`src/rtl/saturating_narrow.sv`:
```
// saturating_narrow: two-stage valid/ready pipeline that narrows a signed IN_W word
// to OUT_W bits, either saturating or wrapping, and counts overflowed outputs.
//   clk_i        : clock
//   rst_i        : synchronous active-high reset
//   in_valid_i   : input word present
//   in_data_i    : signed input word (IN_W)
//   in_ready_o   : input accepted this cycle
//   sat_mode_i   : 1 = saturate, 0 = wrap (truncate)
//   out_valid_o  : output word present
//   out_data_o   : narrowed signed result (OUT_W)
//   out_ovf_o    : input did not fit in OUT_W signed bits
//   out_ready_i  : consumer accepts output
//   cnt_clr_i    : synchronous clear of ovf_count_o
//   ovf_count_o  : saturating count of overflowed words delivered
module saturating_narrow #(
    parameter int IN_W  = 16,
    parameter int OUT_W = 8
) (
    input  logic             clk_i,
    input  logic             rst_i,
    input  logic             in_valid_i,
    input  logic [IN_W-1:0]  in_data_i,
    output logic             in_ready_o,
    input  logic             sat_mode_i,
    output logic             out_valid_o,
    output logic [OUT_W-1:0] out_data_o,
    output logic             out_ovf_o,
    input  logic             out_ready_i,
    input  logic             cnt_clr_i,
    output logic [15:0]      ovf_count_o
);
    logic             s1_valid_q, s1_valid_d;
    logic [OUT_W-1:0] s1_data_q, s1_data_d;
    logic             s1_sat_q, s1_sat_d;
    logic             s1_pos_q, s1_pos_d;
    logic             s1_neg_q, s1_neg_d;
    logic             out_valid_q, out_valid_d;
    logic [OUT_W-1:0] out_data_q, out_data_d;
    logic             out_ovf_q, out_ovf_d;
    logic [15:0]      cnt_q, cnt_d;
    logic             s2_load, in_ready;
    logic [IN_W-OUT_W:0] hi;

    always_comb begin
        s2_load = !out_valid_q || out_ready_i;
        in_ready = !rst_i && (!s1_valid_q || s2_load);
        // The value fits iff the sign bit and all bits down to OUT_W-1 agree.
        hi = in_data_i[IN_W-1:OUT_W-1];
        s1_valid_d = in_ready ? in_valid_i : s1_valid_q;
        s1_data_d = in_ready ? in_data_i[OUT_W-1:0] : s1_data_q;
        s1_sat_d = in_ready ? sat_mode_i : s1_sat_q;
        s1_pos_d = in_ready ? (!hi[IN_W-OUT_W] && (|hi)) : s1_pos_q;
        s1_neg_d = in_ready ? (hi[IN_W-OUT_W] && !(&hi)) : s1_neg_q;
        out_valid_d = s2_load ? s1_valid_q : out_valid_q;
        out_ovf_d = s2_load ? (s1_pos_q || s1_neg_q) : out_ovf_q;
        out_data_d = !s2_load ? out_data_q :
                     (s1_sat_q && s1_pos_q) ? {1'b0, {(OUT_W-1){1'b1}}} :
                     (s1_sat_q && s1_neg_q) ? {1'b1, {(OUT_W-1){1'b0}}} : s1_data_q;
        cnt_d = cnt_clr_i ? 16'd0 :
                (out_valid_q && out_ready_i && out_ovf_q && cnt_q != 16'hFFFF) ? cnt_q + 16'd1 : cnt_q;
    end

    always_ff @(posedge clk_i) begin
        if (rst_i) begin
            s1_valid_q  <= 1'b0;
            s1_data_q   <= '0;
            s1_sat_q    <= 1'b0;
            s1_pos_q    <= 1'b0;
            s1_neg_q    <= 1'b0;
            out_valid_q <= 1'b0;
            out_data_q  <= '0;
            out_ovf_q   <= 1'b0;
            cnt_q       <= 16'd0;
        end else begin
            s1_valid_q  <= s1_valid_d;
            s1_data_q   <= s1_data_d;
            s1_sat_q    <= s1_sat_d;
            s1_pos_q    <= s1_pos_d;
            s1_neg_q    <= s1_neg_d;
            out_valid_q <= out_valid_d;
            out_data_q  <= out_data_d;
            out_ovf_q   <= out_ovf_d;
            cnt_q       <= cnt_d;
        end
    end

    assign in_ready_o  = in_ready;
    assign out_valid_o = out_valid_q;
    assign out_data_o  = out_data_q;
    assign out_ovf_o   = out_ovf_q;
    assign ovf_count_o = cnt_q;
endmodule
```
`config.mk`:
```
export PLATFORM = sky130hd
export DESIGN_NAME = saturating_narrow
export DESIGN_NICKNAME = d
export VERILOG_FILES = /design/src/rtl/saturating_narrow.sv
export SDC_FILE = /design/constraint.sdc
export NUM_CORES = 1
export LEC_CHECK = 0
export ABC_AREA = 1
export ABC_CLOCK_PERIOD_IN_PS = 1600
export CORE_AREA = 2 2 65 67
export DETAILED_ROUTE_END_ITERATION = 10
export DIE_AREA = 0 0 67 69
export MAX_ROUTING_LAYER = met4
export PLACE_DENSITY = 0.88
export SYNTH_ARGS = -nofsm -noshare
export SYNTH_HDL_FRONTEND = slang
export SYNTH_SLANG_ARGS = --single-unit
```
`constraint.sdc`:
```
create_clock -name clk_i -period 1.6 [get_ports clk_i]
set_input_delay 0.32 -clock clk_i [delete_from_list [all_inputs] [get_ports clk_i]]
set_output_delay 0.32 -clock clk_i [all_outputs]
set_load 0.02 [all_outputs]
```
==> results of run 1 <==
-- cell families after synthesis --
logic type                 count (synthesis)
xor gates and xnor gates                   5
buffers and inverters                     26
adders and majority gates                  1
AOI/OAI and AO/OA                         48
and+or+nand+nor                          143
DFF                                       38
-- placed cells by master (no fill, tap or decap), types with 3 or more instances in the layout --
cell type / count
dfxtp_1: 36
buf_4: 14
clkdlybuf4s50_1: 24
dlymetal6s2s_1: 4
nand2_2: 6
clkbuf_8: 6
nand4_1: 6
nand3_1: 8
inv_2: 6
nand2_1: 67
o21ai_0: 14
nor2_1: 44
dlygate4sd2_1: 19
nor2_4: 3
a21oi_1: 24
o21ai_1: 5
nor2_2: 4
inv_1: 15
xnor2_1: 4
-- through the flow --
step	utilization, %	area [um^2]	power (W)
floorplan	-	1800	0.00111
global placement	61.9	2420	0.00123
detailed placement	61.9	2420	0.00123
CTS	64.2	2510	0.00205
global route	64.8	2530	0.00212
finish	64.8	2530	0.00203
-- power groups by stage --
stage | logic (W) | clock network [W] | registers (W)
after floorplan | 0.0000698 | 0 | 0.00104
after global placement | 0.000208 | 0 | 0.00102
after detailed placement | 0.000212 | 0 | 0.00102
after CTS | 0.000210 | 0.000847 | 0.000998
after global routing | 0.000230 | 0.000885 | 0.00100
final | 0.000209 | 0.000823 | 0.000999
-- area by class of cell --
| type | count | area share (%) |
|---|---|---|
| clock buffer | 6 | 3.26 |
| timing repair buffer | 62 | 22.6 |
| inverter | 21 | 3.11 |
| multi-input combinational | 197 | 37.3 |
| clock inverter | 1 | 1.18 |
| tap | 50 | 2.47 |
| sequential | 38 | 30.1 |
-- flip-flops by register name, summed over array words and instances (netlist names) --
signal       cells
s1_valid_q       1
s1_neg_q         1
s1_pos_q         1
out_valid_o      1
out_data_o       8
s1_sat_q         1
ovf_count_o     16
s1_data_q        8
out_ovf_o        1
-- worst min-delay path, cell delays in order (launching register included) --
cell	delay [ns]
dfxtp_1	0.31
nand2_1	0.06
a21oi_1	0.05
-- worst max path at each step --
stage / start / endpoint / slack (ns) / cells past startpoint
6_report: out_data_o[4] / out_data_o[4] / 0.03 / 1
5_1_grt: out_data_o[4] / out_data_o[4] / 0.003 / 1
4_1_cts: out_ready_i / in_ready_o / 0.007 / 8
3_5_place_dp: out_ready_i / in_ready_o / -0.46 / 8
3_3_place_gp: out_ready_i / in_ready_o / -0.45 / 8
2_1_floorplan: ovf_count_o[1] / ovf_count_o[10] / 0.15 / 8
-- per-layer routing --
layer,vias up,global-route usage [%],wire [um],part of all wire (%)
met4,0,9.07,79,1.9
met5,-,-,0,0
met3,9,5.55,204,4.9
met1,828,22.7,1840,44
li1,969,-,-,-
met2,55,33.1,2040,49
-- timing repair --
item                                    4_1_cts  5_1_grt
resized for setup                            25       12
buffers inserted                              0        0
endpoints found under the setup margin       20       11
==> results.ini, run 1 <==
[clocking]
cts_tree=yes
cts_hold_buffers=0
htree_levels=2
clk_latency_ns=0.29
cts_buffers=5
cts_buffer_depth=2
root_buffer=clkbuf_8
path_clk_slew_ns=0.07
cts_sinks=38

[floorplanning]
core.rowCount=23
coreArea_um2=3910
die_width_um=67
die_y_um=69
io-pin-count=49
initial_core_util_pct=45.9
die_area_um2=4620

[yosys]
yosysMostFrequentCell=nand2_1
syn_area_per_cell_um2=6.89
yosysWarnings=0
synth-compound-area-share_pct=14.1
synth-xor-area-share_pct=2.44
synthFlopType=dfxtp_1
synth-edff-count=0
synthAdderAreaFrac_pct=0.696
synth_common_cells=nand2_1, nor2_1, dfxtp_1
ys_seq_area_share_pct=42.3
syn-cell-area_um2=1800
synth_top_family_by_area=simple AND/OR/NAND/NOR gates
syn_nets=284
synth_cells=261
synth_area_leader_cell=dfxtp_1
ys_seq_elements=38
synthMuxAreaShare_pct=0
synth-simple-area-share_pct=34.8
synthArstFlopShare_pct=0
netlist.area_leader.share_pct=42.3
netlist_top_cells_area=dfxtp_1, nand2_1, nor2_1
synth_cell_types=28

[setup_path]
crit_family=buffers and inverters
crit_slowest_cell=clkdlybuf4s50_1
worstRegToRegCells=9
slowest_delay_ns=0.61
critical_path.cell_chain=clkdlybuf4s50_1
worstSetupEndpointType=output port
worstReg2RegStart=ovf_count_o[0]
crit_buf_inv=1
r2r_end=ovf_count_o[2]
start_kind=flop
cp.required_ns=1.28
crit_fanout=2
worstSetupPathType=reg -> out
critical_path_arrival_ns=1.25
rrSetupSlack_ns=0.16

[power]
p_int_w=0.00159
powerDensity_nw_per_um2=801
p_leak_nw=1.15
pwr-share-comb_pct=10.3
power_frac_clock_pct=40.5
seq_power_share_pct=49.2
swShare_pct=21.7
vdd_ir_drop_max_v=0.000522
power_switching_w=0.000440

[finish]
fillerInstances=360
multiInputGateArea_um2=945
drive_gt1_share_pct=15.1
antennaDiodeCount=0
nNetsFinal=348
regArea_um2=763
fin_cells=375
area_growth_pct=41.0

[global_route]
track_usage_pct=20.3
gr-total-overflow=0
antenna_found_initial=0
grt_max_degree=15
grt_pass1_wl_mm=7.13
grt_pass1_vias=1747

[place]
io_buffers=48
dp.cells=368
dpl.hpwl_mm=3.11
finalWeightedCongestion=0.965
dp_slack_ns=-0.462

[hold_path]
whs_endpoint=s1_data_q[5]
whs_path_depth=2
min_path_type=reg -> reg
min_from=s1_data_q[5]

[drt]
antenna_left=0
drtPass1Iterations=4
drc_errors=0
via_per_inst=4.96
drt_wl_total_mm=4.16
wl_per_cell_um=11.1
vias=1861
drtIter0Drc=73

[sta]
holdWs_ns=0.465
finalSetupViolations=0
slew_headroom_pct=77.6
finalCritPeriodShare_pct=98.4
rsz0062_at_grt=no
setup_tns_ns=0
skew_ns=0.00892
hold_viol_final=0
max_freq_ghz=0.635
slew_viol_final=0
fin_ws_ns=0.0263
worst_pin_slew_ns=0.335
fin_crit_ns=1.57

[run]
maxCapViolCount=0

[run_status]
status=finished clean

(Power assumes the default switching activity.)
==> run 2, diff against run 1 <==
Settings changed: ABC_CLOCK_PERIOD_IN_PS 1600 to 1800.
Clock period 1.6 ns to 1.8 ns, I/O delays scaled along.
==> results.ini, run 2 (synthesis results as in run 1) <==
[drt]
drtPass1Iterations=4  ; unchanged
drc_errors=0  ; unchanged
antenna_left=0  ; unchanged
drt_wl_total_mm=4.27  ; was 4.16 mm
via_per_inst=5.06  ; was 4.96
wl_per_cell_um=11.4  ; was 11.1 um
vias=1887  ; was 1861
drtIter0Drc=111  ; was 73

[power]
powerDensity_nw_per_um2=675  ; was 801 nW/um^2
power_w=0.00168  ; was 0.00203 W
p_leak_nw=0.994  ; was 1.15 nW
vdd_ir_drop_max_v=0.000494  ; was 0.000522 V

[setup_path]
crit_family=buffers and inverters  ; unchanged
crit_start=ovf_count_o[3]  ; was out_data_o[4]
rrSetupSlack_ns=0.16  ; about the same
crit_slowest_cell=clkdlybuf4s50_1  ; unchanged
worstSetupPathType=reg -> out  ; unchanged
cp.required_ns=1.44  ; was 1.28 ns
slowest_delay_ns=0.65  ; was 0.61 ns
r2r_end=ovf_count_o[2]  ; unchanged
crit_fanout=6  ; was 2
crit_cells=1  ; unchanged
critical_path.cell_chain=clkdlybuf4s50_1  ; unchanged
worstRegToRegCells=9  ; unchanged
worstSetupEndpointType=output port  ; unchanged
critical_path_arrival_ns=1.39  ; was 1.25 ns
start_kind=flop  ; unchanged
worstReg2RegStart=ovf_count_o[0]  ; unchanged
crit_end=ovf_count_o[3]  ; was out_data_o[4]
crit_buf_inv=1  ; unchanged

[finish]
regArea_um2=761  ; was 763 um^2
largest_register_ffs=16  ; unchanged
final_cell_mix=nand2_1, clkdlybuf4s50_1, nor2_1  ; was nand2_1, nor2_1, dfxtp_1
antennaDiodeCount=0  ; unchanged
final_common_cell=nand2_1  ; unchanged
drive_gt1_share_pct=12.4  ; was 15.1%
fillerInstances=380  ; was 360
multiInputGateArea_um2=935  ; was 945 um^2
nNetsFinal=345  ; was 348
area_growth_pct=38.4  ; was 41.0%

[sta]
fin_crit_ns=1.75
fin_ws_ns=0.0477  ; was 0.0263 ns
slew_viol_final=0  ; unchanged
max_freq_ghz=0.571
hold_viol_final=0  ; unchanged
slew_headroom_pct=78.4  ; was 77.6%
skew_ns=0.00672  ; was 0.00892 ns
worst_pin_slew_ns=0.324  ; was 0.335 ns
finalCritPeriodShare_pct=97.4
setup_tns_ns=0  ; unchanged
rsz0062_at_grt=no  ; unchanged
holdWs_ns=0.463  ; was 0.465 ns
finalSetupViolations=0  ; unchanged

[floorplanning]
die_y_um=69  ; unchanged
io-pin-count=49  ; unchanged
coreArea_um2=3910  ; unchanged
die_area_um2=4620  ; unchanged
die_width_um=67  ; unchanged
core.rowCount=23  ; unchanged
initial_core_util_pct=45.9  ; unchanged

[clocking]
cts_buffer_depth=2  ; unchanged
htree_levels=2  ; unchanged
root_buffer=clkbuf_8  ; unchanged
clk_latency_ns=0.29  ; about the same
post_cts_resized=4  ; was 25
cts_hold_buffers=0  ; unchanged
cts_buffers=5  ; unchanged
cts_tree=yes  ; unchanged
post-cts-setup-buffers=0  ; unchanged
path_clk_slew_ns=0.08  ; was 0.07 ns
cts_sinks=38  ; unchanged

[global_route]
grt_max_degree=15  ; unchanged
antenna_found_initial=0  ; unchanged
track_usage_pct=20.6  ; was 20.3%
gr-total-overflow=0  ; unchanged
grt_pass1_wl_mm=7.27  ; was 7.13 mm
grt_pass1_vias=1750  ; was 1747

[place]
finalWeightedCongestion=0.845  ; was 0.965
dpl.hpwl_mm=3.19  ; was 3.11 mm
dp_slack_ns=-0.370  ; was -0.462 ns
io_buffers=48  ; unchanged

[hold_path]
min_path_type=reg -> reg  ; unchanged
whs_path_depth=2  ; unchanged

[run]
maxCapViolCount=0  ; unchanged

[run_status]
status=finished clean  ; unchanged

==> run 2: metrics by stage <==
stage	cells	utilization, %	area [um^2]
2_1_floorplan	261	-	1800
3_3_place_gp	365	61.3	2400
3_5_place_dp	365	61.3	2400
4_1_cts	373	63.5	2490
5_1_grt	373	63.6	2490
6_report	373	63.6	2490
==> run 2: power breakdown <==
part | switching, W | internal (W) | leakage [nW] | total [W]
Sequential | 0.0000183 | 0.000870 | 0.311 | 0.000888
Clock | 0.000297 | 0.000309 | 0.0482 | 0.000606
Combinational | 0.0000844 | 0.000101 | 0.635 | 0.000185
==> run 2: area by class of cell <==
class / count / area share [%]
Multi-Input combinational cell: 197 / 37.6
Sequential cell: 38 / 30.6
Timing Repair Buffer: 59 / 22.5
Clock buffer: 7 / 3.47
Inverter: 21 / 3.17
Tap cell: 50 / 2.51
Clock inverter: 1 / 0.201
==> run 2: worst min-delay path by stage <==
| stage | start | endpoint | slack (ns) |
|---|---|---|---|
| after global placement | s1_data_q[7] | s1_data_q[7] | 0.45 |
| after floorplan | rst_i | out_data_o[7] | 0.43 |
| after CTS | s1_data_q[2] | out_data_o[2] | 0.46 |
| final | s1_data_q[6] | out_data_o[6] | 0.46 |
| after detailed placement | s1_data_q[1] | out_data_o[1] | 0.46 |
| after global routing | s1_data_q[5] | s1_data_q[5] | 0.48 |
==> run 2: routing by layer <==
layer  track usage [%]  part of all wire [%]
met5                 -                     0
met1              23.9                    42
met4              6.12                  0.87
met2              34.0                    51
met3              5.71                   6.3
==> run 2: worst register-to-register path: cells and delay by family, from the launching register on <==
family	cells	cell delay, ns
adders and majority gates	1	0.23
buffers and inverters	1	0.16
DFF	1	0.40
and+or+nand+nor	6	0.55
AOI/OAI and AO/OA	1	0.19
